### src/rtl/dram_dmaarb_pkg.sv
// ============================================================================
// Module      : dram_dmaarb_pkg
// Description : Shared FSM encodings and DRAM constants for the DMA arbiter.
// Revision    : 1.0 - initial release
// ============================================================================
`default_nettype none

package dram_dmaarb_pkg;

  localparam int DMAARB_AW_DEFAULT = 21;

  // Byte-select encoding {hi,lo}, common with the main DRAM arbiter
  localparam logic [1:0] DMAARB_BSEL_NONE = 2'b00;
  localparam logic [1:0] DMAARB_BSEL_LO   = 2'b01;
  localparam logic [1:0] DMAARB_BSEL_HI   = 2'b10;
  localparam logic [1:0] DMAARB_BSEL_WORD = 2'b11;

  typedef enum logic [0:0] {
    DMAARB_IDLE  = 1'b0,
    DMAARB_ISSUE = 1'b1
  } dmaarb_state_e;

endpackage

`default_nettype wire

### src/rtl/dram_dmaarb_if.sv
// ============================================================================
// Module      : dmaarb_req_if / dmaarb_dram_if
// Description : Master-side and DRAM-side handshake bundles of the DMA arbiter.
// Revision    : 1.0 - initial release
// ============================================================================
`default_nettype none

interface dmaarb_req_if
  import dram_dmaarb_pkg::*;
#(
  parameter int NREQ = 4,
  parameter int AW   = DMAARB_AW_DEFAULT
);
  logic [NREQ-1:0]    req;
  logic [NREQ-1:0]    rnw;
  logic [NREQ*AW-1:0] addr;
  logic [NREQ*16-1:0] wrdata;
  logic [NREQ*2-1:0]  bsel;
  logic [NREQ-1:0]    ack;
  logic [NREQ-1:0]    rdstb;
  logic [15:0]        rddata;

  modport master (output req, rnw, addr, wrdata, bsel, input ack, rdstb, rddata);
  modport slave  (input req, rnw, addr, wrdata, bsel, output ack, rdstb, rddata);
endinterface

interface dmaarb_dram_if
  import dram_dmaarb_pkg::*;
#(
  parameter int AW = DMAARB_AW_DEFAULT
);
  logic          dma_req;
  logic          dma_rnw;
  logic [AW-1:0] dma_addr;
  logic [15:0]   dma_wrdata;
  logic [1:0]    dma_bsel;
  logic          dma_next;
  logic          dma_strobe;
  logic [15:0]   dma_rddata;

  modport master (output dma_req, dma_rnw, dma_addr, dma_wrdata, dma_bsel,
                  input  dma_next, dma_strobe, dma_rddata);
  modport slave  (input  dma_req, dma_rnw, dma_addr, dma_wrdata, dma_bsel,
                  output dma_next, dma_strobe, dma_rddata);
endinterface

`default_nettype wire

### src/rtl/dram_dmaarb_tagfifo.sv
// ============================================================================
// Module      : dmaarb_tagfifo
// Description : Tag FIFO of requester indices for outstanding DRAM reads.
// Revision    : 1.0 - initial release
// ============================================================================
`default_nettype none

module dmaarb_tagfifo #(
  parameter int DEPTH = 2,
  parameter int W     = 2
) (
  input  logic         fclk,
  input  logic         rst_n,
  input  logic         push,
  input  logic         pop,
  input  logic [W-1:0] din,
  output logic         full,
  output logic         empty,
  output logic [W-1:0] head
);
  localparam int PW = (DEPTH > 1) ? $clog2(DEPTH) : 1;
  localparam int CW = $clog2(DEPTH + 1);

  logic [W-1:0]  mem_q [DEPTH];
  logic [W-1:0]  mem_d [DEPTH];
  logic [PW-1:0] wr_q, wr_d, rd_q, rd_d;
  logic [CW-1:0] cnt_q, cnt_d;
  logic          do_push, do_pop;

  function automatic logic [PW-1:0] nxt(input logic [PW-1:0] p);
    return (p == PW'(DEPTH - 1)) ? '0 : p + PW'(1);
  endfunction

  assign empty = (cnt_q == '0);
  assign full  = (cnt_q == CW'(DEPTH));
  assign head  = mem_q[rd_q];

  // A pop on an empty FIFO is dropped; a push into a full FIFO needs a pop alongside
  assign do_pop  = pop & ~empty;
  assign do_push = push & (~full | do_pop);

  always_comb begin
    mem_d = mem_q;
    wr_d  = wr_q;
    rd_d  = rd_q;
    cnt_d = cnt_q;
    if (do_push) begin
      mem_d[wr_q] = din;
      wr_d        = nxt(wr_q);
    end
    if (do_pop) begin
      rd_d = nxt(rd_q);
    end
    case ({do_push, do_pop})
      2'b10:   cnt_d = cnt_q + CW'(1);
      2'b01:   cnt_d = cnt_q - CW'(1);
      default: cnt_d = cnt_q;
    endcase
  end

  always_ff @(posedge fclk or negedge rst_n) begin
    if (!rst_n) begin
      for (int i = 0; i < DEPTH; i++) begin
        mem_q[i] <= '0;
      end
      wr_q  <= '0;
      rd_q  <= '0;
      cnt_q <= '0;
    end else begin
      mem_q <= mem_d;
      wr_q  <= wr_d;
      rd_q  <= rd_d;
      cnt_q <= cnt_d;
    end
  end

endmodule

`default_nettype wire

### src/rtl/dram_dmaarb.sv
// ============================================================================
// Module      : dram_dmaarb
// Description : Round-robin arbiter for the DRAM spare-cycle port with read
//               tag tracking. Define DMAARB_FIXPRIO_EN for fixed priority
//               (lowest index wins) instead of round-robin.
// Revision    : 1.0 - initial release
// ============================================================================
`default_nettype none

module dram_dmaarb
  import dram_dmaarb_pkg::*;
#(
  parameter int NREQ = 4,
  parameter int AW   = DMAARB_AW_DEFAULT,
  parameter int TAGD = 2
) (
  input  logic          fclk,
  input  logic          rst_n,
  dmaarb_req_if.slave   mst,
  dmaarb_dram_if.master dram,
  output logic          err
);
  localparam int IW = (NREQ > 1) ? $clog2(NREQ) : 1;

  dmaarb_state_e   state_q, state_d;
  logic [IW-1:0]   cur_q, cur_d;
  logic [NREQ-1:0] ack_q, ack_d;
  logic [NREQ-1:0] rdstb_q, rdstb_d;
  logic [15:0]     rddata_q, rddata_d;
  logic            dma_req_q, dma_req_d;
  logic            dma_rnw_q, dma_rnw_d;
  logic [AW-1:0]   dma_addr_q, dma_addr_d;
  logic [15:0]     dma_wrdata_q, dma_wrdata_d;
  logic [1:0]      dma_bsel_q, dma_bsel_d;
  logic            err_q, err_d;
  logic            fifo_push, fifo_full, fifo_empty;
  logic [IW-1:0]   fifo_head;
  logic [IW-1:0]   win;

`ifdef DMAARB_FIXPRIO_EN
  function automatic logic [IW-1:0] pick_fixed(input logic [NREQ-1:0] r);
    logic [IW-1:0] res;
    res = '0;
    for (int i = NREQ - 1; i >= 0; i--) begin
      if (r[IW'(i)]) res = IW'(i);
    end
    return res;
  endfunction

  assign win = pick_fixed(mst.req);
`else
  logic [IW-1:0] ptr_q, ptr_d;

  // Scan downward from the farthest candidate so the nearest one after p wins
  function automatic logic [IW-1:0] pick_rr(input logic [NREQ-1:0] r,
                                             input logic [IW-1:0]   p);
    logic [IW-1:0] res;
    int            idx;
    res = '0;
    for (int i = NREQ; i >= 1; i--) begin
      idx = (int'(p) + i) % NREQ;
      if (r[IW'(idx)]) res = IW'(idx);
    end
    return res;
  endfunction

  assign win = pick_rr(mst.req, ptr_q);
`endif

  always_comb begin
    state_d      = state_q;
    cur_d        = cur_q;
    ack_d        = '0;
    rdstb_d      = '0;
    rddata_d     = rddata_q;
    dma_req_d    = dma_req_q;
    dma_rnw_d    = dma_rnw_q;
    dma_addr_d   = dma_addr_q;
    dma_wrdata_d = dma_wrdata_q;
    dma_bsel_d   = dma_bsel_q;
    err_d        = err_q;
    fifo_push    = 1'b0;
`ifndef DMAARB_FIXPRIO_EN
    ptr_d        = ptr_q;
`endif
    case (state_q)
      DMAARB_IDLE: begin
        if ((|mst.req) && !fifo_full) begin
          cur_d        = win;
          dma_req_d    = 1'b1;
          dma_rnw_d    = mst.rnw[win];
          dma_addr_d   = mst.addr[int'(win)*AW +: AW];
          dma_wrdata_d = mst.wrdata[int'(win)*16 +: 16];
          dma_bsel_d   = mst.bsel[int'(win)*2 +: 2];
          state_d      = DMAARB_ISSUE;
        end
      end
      DMAARB_ISSUE: begin
        if (dram.dma_next) begin
          dma_req_d    = 1'b0;
          ack_d[cur_q] = 1'b1;
          fifo_push    = dma_rnw_q;
`ifndef DMAARB_FIXPRIO_EN
          ptr_d        = cur_q;
`endif
          state_d      = DMAARB_IDLE;
        end
      end
      default: state_d = DMAARB_IDLE;
    endcase
    // Returning read data always belongs to the oldest outstanding tag
    if (dram.dma_strobe) begin
      if (!fifo_empty) begin
        rdstb_d[fifo_head] = 1'b1;
        rddata_d           = dram.dma_rddata;
      end else begin
        err_d = 1'b1;
      end
    end
  end

  always_ff @(posedge fclk or negedge rst_n) begin
    if (!rst_n) begin
      state_q      <= DMAARB_IDLE;
      cur_q        <= '0;
      ack_q        <= '0;
      rdstb_q      <= '0;
      rddata_q     <= '0;
      dma_req_q    <= 1'b0;
      dma_rnw_q    <= 1'b1;
      dma_addr_q   <= '0;
      dma_wrdata_q <= '0;
      dma_bsel_q   <= DMAARB_BSEL_NONE;
      err_q        <= 1'b0;
`ifndef DMAARB_FIXPRIO_EN
      ptr_q        <= IW'(NREQ - 1);
`endif
    end else begin
      state_q      <= state_d;
      cur_q        <= cur_d;
      ack_q        <= ack_d;
      rdstb_q      <= rdstb_d;
      rddata_q     <= rddata_d;
      dma_req_q    <= dma_req_d;
      dma_rnw_q    <= dma_rnw_d;
      dma_addr_q   <= dma_addr_d;
      dma_wrdata_q <= dma_wrdata_d;
      dma_bsel_q   <= dma_bsel_d;
      err_q        <= err_d;
`ifndef DMAARB_FIXPRIO_EN
      ptr_q        <= ptr_d;
`endif
    end
  end

  dmaarb_tagfifo #(
    .DEPTH (TAGD),
    .W     (IW)
  ) u_tagfifo (
    .fclk  (fclk),
    .rst_n (rst_n),
    .push  (fifo_push),
    .pop   (dram.dma_strobe),
    .din   (cur_q),
    .full  (fifo_full),
    .empty (fifo_empty),
    .head  (fifo_head)
  );

  assign mst.ack         = ack_q;
  assign mst.rdstb       = rdstb_q;
  assign mst.rddata      = rddata_q;
  assign dram.dma_req    = dma_req_q;
  assign dram.dma_rnw    = dma_rnw_q;
  assign dram.dma_addr   = dma_addr_q;
  assign dram.dma_wrdata = dma_wrdata_q;
  assign dram.dma_bsel   = dma_bsel_q;
  assign err             = err_q;

endmodule

`default_nettype wire

### src/flat_wrapper.sv
// flat-port wrapper written by rule: the top's interface ports become plain ports
module dram_dmaarb_flat import dram_dmaarb_pkg::*;
#(
  parameter int NREQ = 4,
  parameter int AW   = DMAARB_AW_DEFAULT,
  parameter int TAGD = 2
)
  (fclk, rst_n, err, mst_req, mst_rnw, mst_addr, mst_wrdata, mst_bsel, mst_ack, mst_rdstb, mst_rddata, dram_dma_req, dram_dma_rnw, dram_dma_addr, dram_dma_wrdata, dram_dma_bsel, dram_dma_next, dram_dma_strobe, dram_dma_rddata);
  dmaarb_req_if #(.NREQ(NREQ), .AW(AW)) mst_i ();
  dmaarb_dram_if #(.AW(AW)) dram_i ();
  input  logic fclk;
  input  logic rst_n;
  output logic err;
  input wire logic [$bits(mst_i.req)-1:0] mst_req;
  input wire logic [$bits(mst_i.rnw)-1:0] mst_rnw;
  input wire logic [$bits(mst_i.addr)-1:0] mst_addr;
  input wire logic [$bits(mst_i.wrdata)-1:0] mst_wrdata;
  input wire logic [$bits(mst_i.bsel)-1:0] mst_bsel;
  output wire logic [$bits(mst_i.ack)-1:0] mst_ack;
  output wire logic [$bits(mst_i.rdstb)-1:0] mst_rdstb;
  output wire logic [$bits(mst_i.rddata)-1:0] mst_rddata;
  output wire logic [$bits(dram_i.dma_req)-1:0] dram_dma_req;
  output wire logic [$bits(dram_i.dma_rnw)-1:0] dram_dma_rnw;
  output wire logic [$bits(dram_i.dma_addr)-1:0] dram_dma_addr;
  output wire logic [$bits(dram_i.dma_wrdata)-1:0] dram_dma_wrdata;
  output wire logic [$bits(dram_i.dma_bsel)-1:0] dram_dma_bsel;
  input wire logic [$bits(dram_i.dma_next)-1:0] dram_dma_next;
  input wire logic [$bits(dram_i.dma_strobe)-1:0] dram_dma_strobe;
  input wire logic [$bits(dram_i.dma_rddata)-1:0] dram_dma_rddata;
  assign mst_i.req = mst_req;
  assign mst_i.rnw = mst_rnw;
  assign mst_i.addr = mst_addr;
  assign mst_i.wrdata = mst_wrdata;
  assign mst_i.bsel = mst_bsel;
  assign mst_ack = mst_i.ack;
  assign mst_rdstb = mst_i.rdstb;
  assign mst_rddata = mst_i.rddata;
  assign dram_dma_req = dram_i.dma_req;
  assign dram_dma_rnw = dram_i.dma_rnw;
  assign dram_dma_addr = dram_i.dma_addr;
  assign dram_dma_wrdata = dram_i.dma_wrdata;
  assign dram_dma_bsel = dram_i.dma_bsel;
  assign dram_i.dma_next = dram_dma_next;
  assign dram_i.dma_strobe = dram_dma_strobe;
  assign dram_i.dma_rddata = dram_dma_rddata;
  dram_dmaarb #(.NREQ(NREQ), .AW(AW), .TAGD(TAGD)) u_core (.fclk(fclk), .rst_n(rst_n), .mst(mst_i), .dram(dram_i), .err(err));
endmodule
### config.mk
export PLATFORM = sky130hd
export DESIGN_NAME = dram_dmaarb_flat
export DESIGN_NICKNAME = d
export VERILOG_FILES = /design/src/rtl/dram_dmaarb_pkg.sv /design/src/rtl/dram_dmaarb_if.sv /design/src/rtl/dram_dmaarb_tagfifo.sv /design/src/rtl/dram_dmaarb.sv /design/src/flat_wrapper.sv
export SDC_FILE = /design/constraint.sdc
export NUM_CORES = 1
export LEC_CHECK = 0
export ABC_CLOCK_PERIOD_IN_PS = 2000
export CORE_MARGIN = 1.5
export CORE_UTILIZATION = 30
export CTS_BUF_LIST = sky130_fd_sc_hd__clkbuf_16
export CTS_CLUSTER_SIZE = 12
export DETAILED_ROUTE_END_ITERATION = 10
export PLACE_DENSITY_LB_ADDON = 0.25
export SETUP_SLACK_MARGIN = 0.2
export SLEW_MARGIN = 40
export SYNTH_ARGS = -nofsm -noshare
export SYNTH_HDL_FRONTEND = slang
export SYNTH_SLANG_ARGS = --single-unit
export TNS_END_PERCENT = 20
### constraint.sdc
create_clock -name fclk -period 2 [get_ports fclk]
set_clock_uncertainty 0.05 [all_clocks]
set_input_delay 0.3 -clock fclk [delete_from_list [all_inputs] [get_ports fclk]]
set_output_delay 0.3 -clock fclk [all_outputs]
set_load 0.02 [all_outputs]
# [After elaboration in Yosys (flattened, before gate mapping)]
# Cells that the tools add are included.
[word_totals] elab_cells=110 romBits=0 ram_bits=0 latch_bits=0 reg_bits=79 mem_count=0
[op_classes] shifts=3 magnitude_cmp=12 n_mul=1 n_div=0 eq_ne=5 reduce_logical=13 addsub=8 bitwise=8 n_mux=43
[ops] op="$shiftx A84 B32 Y21" n=1
[ops] op="$shiftx A64 B7 Y16" n=1
[ops] op="$mux W1" n=19
[ops] op="$lt A2 B4 Y1 const B" n=4
[ops] op="$mux W2" n=8
[ops] op="$mux W4" n=4
[ops] op="$bmux W1 S2" n=5
[ops] op="$reduce_and A2 Y1" n=5
[ops] op="$lt A2 B3 Y1 const B" n=3
[ops] op="$shiftx A8 B4 Y2" n=1
[ops] op="$mul A2 B5 Y7 const B" n=1
[ops] op="$add A2 B1 Y2 const B" n=3
[ops] op="$add A2 B2 Y2 const B" n=2
[ops] op="$bwmux W4" n=1
[ops] op="$demux W1 S2" n=2
[ops] op="$eq A2 B2 Y1 const B" n=2
[ops] op="$ge A2 B1 Y1 const B" n=2
[ops] op="$ge A2 B2 Y1 const B" n=2
[ops] op="$logic_and A1 B1 Y1" n=4
[ops] op="$not A1 Y2" n=2
[ops] op="$pmux W1 S2" n=2
[ops] op="$pmux W2 S2" n=1
[ops] op="$reduce_or A4 Y1" n=1
[ops] op="$not A1 Y1" n=3
[ops] op="other kinds (12)" n=14

# [Longest topological paths before layout]
# Gate-level depths: netlist of run 1.
[depth] ltp_word=10 ltp_mapped=7 depth_no_buf=6

# [Modules after synthesis]
# A second synthesis of run 1 with hierarchy kept.
[unflattened] hier_cells=348 hier_area_um2=4042.6
[by_module_without_submodules] mod="dram_dmaarb" n_inst=1 seq_area_each_um2=1780.5 cells_per_inst=319 area_each_um2=3658.5
[by_module_without_submodules] mod="dmaarb_tagfifo" n_inst=1 seq_area_each_um2=200.2 cells_per_inst=29 area_each_um2=384.1

# [Worst setup path before layout of run 1]
# Ideal clock, no wire load.
[synth_timing] path_kind="register to register" startpoint="register u_core.u_tagfifo.cnt_q[0]" endpoint="register u_core.u_tagfifo.cnt_q[1]" path_buffers=1 stages_incl_launch_ff=7 required_ps=1871 t_arrival_ps=1701 slack_ps=170 path_cell_list="dfrtp_1 -> o21ai_0 -> clkbuf_1 -> inv_1 -> ha_1 -> nor2_1 -> xor2_1"
[synth_via] elab_chain_cells=7 word_cells_on_any_way=13 classes_between="add/sub: 2; eq/ne: 3; mux: 1; bitwise: 5; reduce/logical: 2"
[synth_lines] item="start, declared" line="dram_dmaarb_tagfifo.sv:27" source="logic [CW-1:0] cnt_q, cnt_d;"
[synth_lines] item="start signal, assigned" line="dram_dmaarb_tagfifo.sv:73" source="cnt_q <= cnt_d;"
[synth_lines] item="$logic_not A2 Y1 *" line="dram_dmaarb_tagfifo.sv:34" source="assign empty = (cnt_q == '0);"
[synth_lines] item="$not A1 Y1 (no line) *"
[synth_lines] item="$and A1 B1 Y1 *" line="dram_dmaarb_tagfifo.sv:39" source="assign do_pop = pop & ~empty;"
[synth_lines] item="via u_core.u_tagfifo.do_pop" line="dram_dmaarb_tagfifo.sv:28" source="logic do_push, do_pop;"
[synth_lines] item="$or A1 B1 Y1" line="dram_dmaarb_tagfifo.sv:40" source="assign do_push = push & (~full | do_pop);"
[synth_lines] item="$and A1 B1 Y1" line="dram_dmaarb_tagfifo.sv:40"
[synth_lines] item="$eq A2 B1 Y1 or $eq A2 B2 Y1 (tied branches)" line="dram_dmaarb_tagfifo.sv:54" source="case ({do_push, do_pop})"
[synth_lines] item="$pmux W2 S2 or $reduce_bool A2 Y1 (tied branches)"
# Mark *: on every way through the listed nets, which the timed path passes. The rest lies on a longest branch.
# A chain may end at the register's enable or synchronous reset.

# [Final worst setup path of run 1]
[layout_timing] startpoint="register u_core.ptr_q[0]" endpoint="register u_core.dma_wrdata_q[2], in the netlist u_core.dram.dma_wrdata[2]"
[layout_via] elab_chain_cells=9 word_cells_on_any_way=21 classes_between="add/sub: 4; shift: 1; mux: 16"
[layout_lines] item="start, declared" line="dram_dmaarb.sv:52" source="logic [IW-1:0] ptr_q, ptr_d;"
[layout_lines] item="start signal, assigned" line="dram_dmaarb.sv:136" source="ptr_q <= IW'(NREQ - 1);"
[layout_lines] item="start signal, assigned" line="dram_dmaarb.sv:151" source="ptr_q <= ptr_d;"
[layout_lines] item="$add A2 B1 Y2" line="dram_dmaarb.sv:61" source="idx = (int'(p) + i) % NREQ;"
[layout_lines] item="$bmux W1 S2" line="dram_dmaarb.sv:62" source="if (r[IW'(idx)]) res = IW'(idx);"
[layout_lines] item="$mux W1 (not written as such) (2 in a row)" line="dram_dmaarb.sv:62"
[layout_lines] item="$mux W2 (3 in a row)" line="dram_dmaarb.sv:62"
[layout_lines] item="$mux W2 *" line="dram_dmaarb.sv:62"
[layout_lines] item="$shiftx A64 B7 Y16 *" line="dram_dmaarb.sv:93" source="dma_wrdata_d = mst.wrdata[int'(win)*16 +: 16];"
[layout_lines] item="end signal, assigned" line="dram_dmaarb.sv:147" source="dma_wrdata_q <= dma_wrdata_d;"
[layout_lines] item="end, declared" line="dram_dmaarb.sv:33" source="logic [15:0] dma_wrdata_q, dma_wrdata_d;"
# Mark *: on every way between the ends. The rest lies on a longest branch, timed or not. The select of a mux whose other input is x is not followed.

==> results.json, run 1 <==
{
  "outcome": "complete, no violations",
  "drc": 0,
  "die_y_um": 128.9,
  "holdWs_ps": 407.7,
  "ant_nets": 0,
  "yosys.area_share.xor_xnor": 0.009208,
  "cts_buffer_depth": 2,
  "fin_ws_ps": 74.48,
  "synth.avg_cell_area_um2": 10.50,
  "synthAdderAreaFrac": 0.002631,
  "drive_gt1_frac": 0.2064,
  "vias": 4793,
  "synth.yosys.seq_area_share": 0.4165,
  "synthSimpleGateAreaFrac": 0.1471,
  "clk_latency_ps": 340,
  "synth_top_family_by_area": "compound AO/OA/AOI/OAI gates",
  "dr.pass1.iters": 4,
  "min_period_ps": 1926,
  "endpoint_kind": "flip-flop",
  "power_density_nw_per_um2": 1362,
  "numClockSinks": 79,
  "ir_drop_mv": 0.5596,
  "antenna_cells": 0,
  "setup_viol_count_final": 0,
  "synth-edff-count": 0,
  "min_path_type": "flip-flop to flip-flop",
  "yosysWarningCount": 0,
  "slew_headroom": 0.6253,
  "grt_overflow": 0,
  "syn_to_final_growth_pct": 77.01,
  "initial_core_util": 0.3105,
  "core_area_um2": 15310,
  "finalMaxSlewViolations": 0,
  "rows": 45,
  "pre_cts_slack_ps": -329.8,
  "clkTransAtPathRegs_ps": 60,
  "synthMuxAreaShare": 0.1292,
  "cts_buffers": 9,
  "worstMarginPinSlew_ps": 562.0,
  "async_flop_share": 1.000,
  "yosysUniqueCellTypes": 37,
  "rsz0062_at_grt": "true",
  "routed_wl_um": 17710,
  "syn-instance-count": 453,
  "antenna_found_initial": 0,
  "synth-main-ff-cell": "dfrtp_1",
  "drtIter0Drc": 201,
  "cts_tree": "yes",
  "fp.dieW_um": 128.9,
  "ctsHtreeMaxLevel": 3,
  "gr-usage-all-layers": 0.2049,
  "crit_arrival_ps": 2090,
  "syn-num-nets": 638,
  "grt_max_degree": 41,
  "nNetsFinal": 898,
  "gp_congestion": 0.8222,
  "clk_root_buffer_cell": "clkbuf_16",
  "syn_area_um2": 4756,
  "hold_viol": 0,
  "portBuffers": 249,
  "die-area_um2": 16620,
  "path_class": "flip-flop to flip-flop",
  "timing.fmax_mhz": 519.3,
  "grt_pass1_wl_um": 25760,
  "vias_per_cell": 5.165,
  "crit_fanout": 7,
  "ys_ff_latch": 79,
  "place_hpwl_um": 12420,
  "cap_violations": 0,
  "grt_pass1_vias": 4786,
  "ioPinCount": 250,
  "timing.critical_path.from_type": "flip-flop",
  "synth_compound_area_frac": 0.2455,
  "p_leak_uw": 0.003422,
  "min_period_over_period": 0.9628,
  "required_ps": 2160,
  "routedWlPerCell_um": 19.08
}
[cell families (layout without fill, tap and decap cells)]
| logic type | count (synthesis) | after routing |
|---|---|---|
| DFF | 79 | 79 |
| adders and majority gates | 1 | 1 |
| and+or+nand+nor | 120 | 120 |
| muxes | 59 | 59 |
| xor gates and xnor gates | 5 | 5 |
| AOI/OAI and AO/OA | 139 | 139 |
| buffers and inverters | 50 | 314 |
[placed cells by master (no fill, tap or decap), types with 3 or more instances in the layout]
master           instances
and4_1                  40
buf_12                  10
buf_16                   3
buf_4                   19
buf_6                    6
clkbuf_16               13
clkdlybuf4s50_1        244
dfrtp_1                 76
dfstp_2                  3
dlygate4sd2_1            3
inv_1                    7
mux2_2                  18
mux2i_1                 20
mux2i_2                 10
mux2i_4                 10
nand2_1                 52
nand2b_1                 3
nor2_1                  12
nor3_1                   3
o211ai_2                39
o21ai_0                  4
o21ai_1                 39
o21ai_2                  3
o31a_1                  40
xnor2_1                  4
[metrics by stage]
stage	setup TNS [ps]	utilization	area [µm²]	power, µW	cells
2_1_floorplan	0	-	4757	6421	453
3_3_place_gp	-9501	0.5007	7669	8877	900
3_5_place_dp	-11920	0.5007	7669	9049	900
4_1_cts	0	0.5320	8148	11100	924
5_1_grt	0	0.5497	8418	12100	928
6_report	0	0.5497	8418	11470	928
[repair_timing]
action | in CTS | in global routing
hold buffers | 1 | 0
pin swaps | 6 | 4
gates cloned | 3 | 4
resized for setup | 25 | 32
hold endpoints to repair | 36 | 0
endpoints found under the setup margin | 43 | 46
buffers inserted | 5 | 0
[critical path, stage by stage (launching register included)]
cell and delay (ps):
dfstp_2 550, nor2b_2 50, o21a_2 230, nor3_4 210
buf_6 180, buf_12 180, mux2i_1 260, o211ai_2 90
[power by group]
group,switching [µW],total (µW),internal [µW]
sequential,534,2900,2360
combinational,3400,6990,3580
clock,641,1590,944
total,4580,11500,6890
[final timing paths]
kind,startpoint,end,slack (ps),cells past startpoint
worst max-delay path,u_core.ptr_q[0]$_DFFE_PN1P_,u_core.dram.dma_wrdata[2]$_DFFE_PN0P_,70,7
worst min-delay path,u_core.err$_DFFE_PN0P_,u_core.err$_DFFE_PN0P_,410,1
worst max register to register,u_core.ptr_q[0]$_DFFE_PN1P_,u_core.dram.dma_wrdata[2]$_DFFE_PN0P_,70,7
worst min register to register,u_core.err$_DFFE_PN0P_,u_core.err$_DFFE_PN0P_,410,1
max in group asynchronous,rst_n,u_core.dram.dma_addr[12]$_DFFE_PN0P_,820,3
min in group asynchronous,rst_n,u_core.u_tagfifo.mem_q[3]$_DFFE_PN0P_,450,2
[final cells by class]
cell class              count  area, µm²
flip-flops and latches     79       1981
well taps                 211      264.0
clock inverters             6      53.80
clock buffers               9      225.2
multi-input cells         324       2758
repair buffers            293       3114
inverters                   6      22.52
fillers                  1321       6897
[flip-flops by register name, summed over array words and instances, names as in the netlist]
| signal | flops |
|---|---|
| u_core.dram.dma_bsel | 2 |
| u_core.u_tagfifo.mem_q | 4 |
| u_core.dram.dma_rnw | 1 |
| u_core.dram.dma_wrdata | 16 |
| u_core.dram.dma_req | 1 |
| u_core.dram.dma_addr | 21 |
| u_core.state_q | 1 |
| u_core.mst.ack | 4 |
| u_core.mst.rdstb | 4 |
| u_core.ptr_q | 2 |
| u_core.mst.rddata | 16 |
| u_core.err | 1 |
| u_core.u_tagfifo.rd_q | 1 |
| u_core.cur_q | 2 |
| u_core.u_tagfifo.wr_q | 1 |
| u_core.u_tagfifo.cnt_q | 2 |
[Yosys cell counts (6+ instances only)]
master | n | area [µm²]
dfrtp_1 | 76 | 1902
mux2i_1 | 40 | 400.4
o21ai_1 | 40 | 200.2
o211ai_2 | 39 | 488.0
o31a_1 | 40 | 350.3
clkbuf_1 | 25 | 93.84
o21ai_0 | 7 | 35.03
nor2_1 | 12 | 45.04
and4_1 | 40 | 350.3
buf_2 | 13 | 65.06
mux2_2 | 18 | 202.7
nand2_1 | 52 | 195.2
inv_1 | 6 | 22.52
[layer usage]
metal / share of wire / global-route usage / vias up / wire (µm)
met2: 0.49 / 0.3551 / 231 / 8725
met5: 0 / 0 / - / 0
li1: - / - / 2233 / -
met4: 0.023 / 0.08592 / 0 / 400
met1: 0.41 / 0.2505 / 2300 / 7331
met3: 0.070 / 0.03742 / 29 / 1248
No activity file was read; power rests on OpenSTA's default activity.
==> run 2, diff against run 1 <==
CORE_UTILIZATION = 35   (was 30)
==> results.json, run 2 (synthesized netlist as in run 1, its figures left out) <==
{
  "nNetsFinal": 894,
  "portBuffers": 249,
  "die-area_um2": 14300,
  "syn_to_final_growth_pct": 76.90,
  "cts_buffers": 9,
  "ioPinCount": 250,
  "dpl-instance-area_um2": 7682,
  "timing.fmax_mhz": 517.1,
  "setup_tns_ps": 0,
  "cts_tree": "yes",
  "routed_wl_um": 16500,
  "timing.critical_path.from_type": "flip-flop",
  "min_path_type": "primary input to async pin",
  "grt_pass1_wl_um": 25830,
  "clk_root_buffer_cell": "clkbuf_16",
  "drive_gt1_frac": 0.2227,
  "required_ps": 2160,
  "initial_core_util": 0.3591,
  "path_class": "flip-flop to flip-flop",
  "ir_drop_mv": 0.6023,
  "hold_viol": 0,
  "outcome": "complete, no violations",
  "antenna_found_initial": 1,
  "ant_nets": 0,
  "drc": 0,
  "core_area_um2": 13240,
  "stdcell_count": 891,
  "slew_headroom": 0.6707,
  "p_leak_uw": 0.003388,
  "fp.dieW_um": 119.6,
  "clkTransAtPathRegs_ps": 70,
  "min_period_over_period": 0.9670,
  "largest_reg_flops": 21,
  "clk_latency_ps": 330,
  "vias_per_cell": 5.425,
  "grt_max_degree": 46,
  "mostFrequentLayoutCell": "clkdlybuf4s50_1",
  "grt_pass1_vias": 4909,
  "setup_viol_count_final": 0,
  "die_y_um": 119.6,
  "p_total_uw": 11400,
  "final_cell_mix": "clkdlybuf4s50_1 (244), dfrtp_1 (76), nand2_1 (52)",
  "numClockSinks": 79,
  "gr-usage-all-layers": 0.2278,
  "place_inst": 866,
  "place_hpwl_um": 11620,
  "cts_buffer_depth": 2,
  "finalMaxSlewViolations": 0,
  "power_density_nw_per_um2": 1355,
  "nFillCells": 1085,
  "rows": 42,
  "gp_congestion": 0.8056,
  "finalInstanceArea_um2": 8413,
  "drtIter0Drc": 310,
  "cap_violations": 0,
  "vias": 4834,
  "endpoint_kind": "flip-flop",
  "rsz0062_at_grt": "true",
  "grt_overflow": 0,
  "ctsHtreeMaxLevel": 3,
  "min_period_ps": 1934,
  "crit_arrival_ps": 2100,
  "dr.pass1.iters": 5,
  "crit_fanout": 7,
  "worstMarginPinSlew_ps": 494.0,
  "routedWlPerCell_um": 18.52
}
run 2: changes by cell type in the layout (fill, tap and decap cells not counted), moves of 2 or more:
cell	change
inv_6	+2
clkinv_1	-2
mux2i_2	+5
mux2i_4	+7
buf_12	+2
clkbuf_16	-2
buf_16	-3
buf_8	-2
mux2i_1	-12
run 2: power breakdown:
part	internal (µW)	leakage (µW)	switching (µW)	total, µW
Combinational	3550	0.00228	3320	6870
Sequential	2360	0.000965	529	2890
Clock	969	0.000144	673	1640
Total	6880	0.00339	4520	11400
run 2: through the flow:
stage               hold WS (ps)  setup WS [ps]  utilization
finish                     421.9          65.95       0.6353
global route               455.8         -40.54       0.6351
CTS                        435.8          52.39       0.6114
detailed placement         252.4         -336.7       0.5801
global placement           243.6         -247.2       0.5801
floorplan                 -45.59          216.8            -
run 2: layout make-up:
type / instances / area (µm²) / area share
clock buffers: 9 / 225.2 / 0.02677
repair buffers: 289 / 3020 / 0.3590
inverters: 6 / 22.52 / 0.002677
diodes: 1 / 2.502 / 0.0002974
flip-flops and latches: 79 / 1981 / 0.2354
well taps: 176 / 220.2 / 0.02617
multi-input cells: 324 / 2870 / 0.3412
clock inverters: 7 / 71.32 / 0.008477
run 2: worst paths after layout:
check | start | endpoint | slack, ps | depth (start not counted)
setup / recovery | u_core.ptr_q[0]$_DFFE_PN1P_ | u_core.dram.dma_addr[17]$_DFFE_PN0P_ | 70 | 7
max in group asynchronous | rst_n | u_core.dram.dma_addr[4]$_DFFE_PN0P_ | 860 | 3
hold / removal | rst_n | u_core.dram.dma_wrdata[14]$_DFFE_PN0P_ | 420 | 2
min in group fclk | u_core.err$_DFFE_PN0P_ | u_core.err$_DFFE_PN0P_ | 430 | 1
setup reg to reg | u_core.ptr_q[0]$_DFFE_PN1P_ | u_core.dram.dma_addr[17]$_DFFE_PN0P_ | 70 | 7
hold reg to reg | u_core.err$_DFFE_PN0P_ | u_core.err$_DFFE_PN0P_ | 430 | 1
run 2: critical path: stages (launching register included):
cell	delay [ps]
dfstp_2	570
nor2b_4	60
o21a_4	210
nor3_4	240
buf_6	190
clkbuf_16	180
mux2i_2	240
o211ai_2	90
run 2: metal layers:
| layer | up-vias | part of all wire | track usage |
|---|---|---|---|
| li1 | 2234 | - | - |
| met1 | 2342 | 0.40 | 0.2776 |
| met2 | 230 | 0.49 | 0.3869 |
| met3 | 28 | 0.088 | 0.06654 |
| met4 | 0 | 0.022 | 0.07440 |
| met5 | - | 0 | 0 |
run 2: what timing repair did:
| action | CTS | global route |
|---|---|---|
| gates cloned | 1 | 2 |
| setup buffers | 2 | 2 |
| gates resized for setup | 19 | 44 |
| setup endpoints to repair | 46 | 46 |
| hold endpoints to repair | 32 | 0 |
| pin swaps | 0 | 18 |
| hold buffers | 1 | 0 |
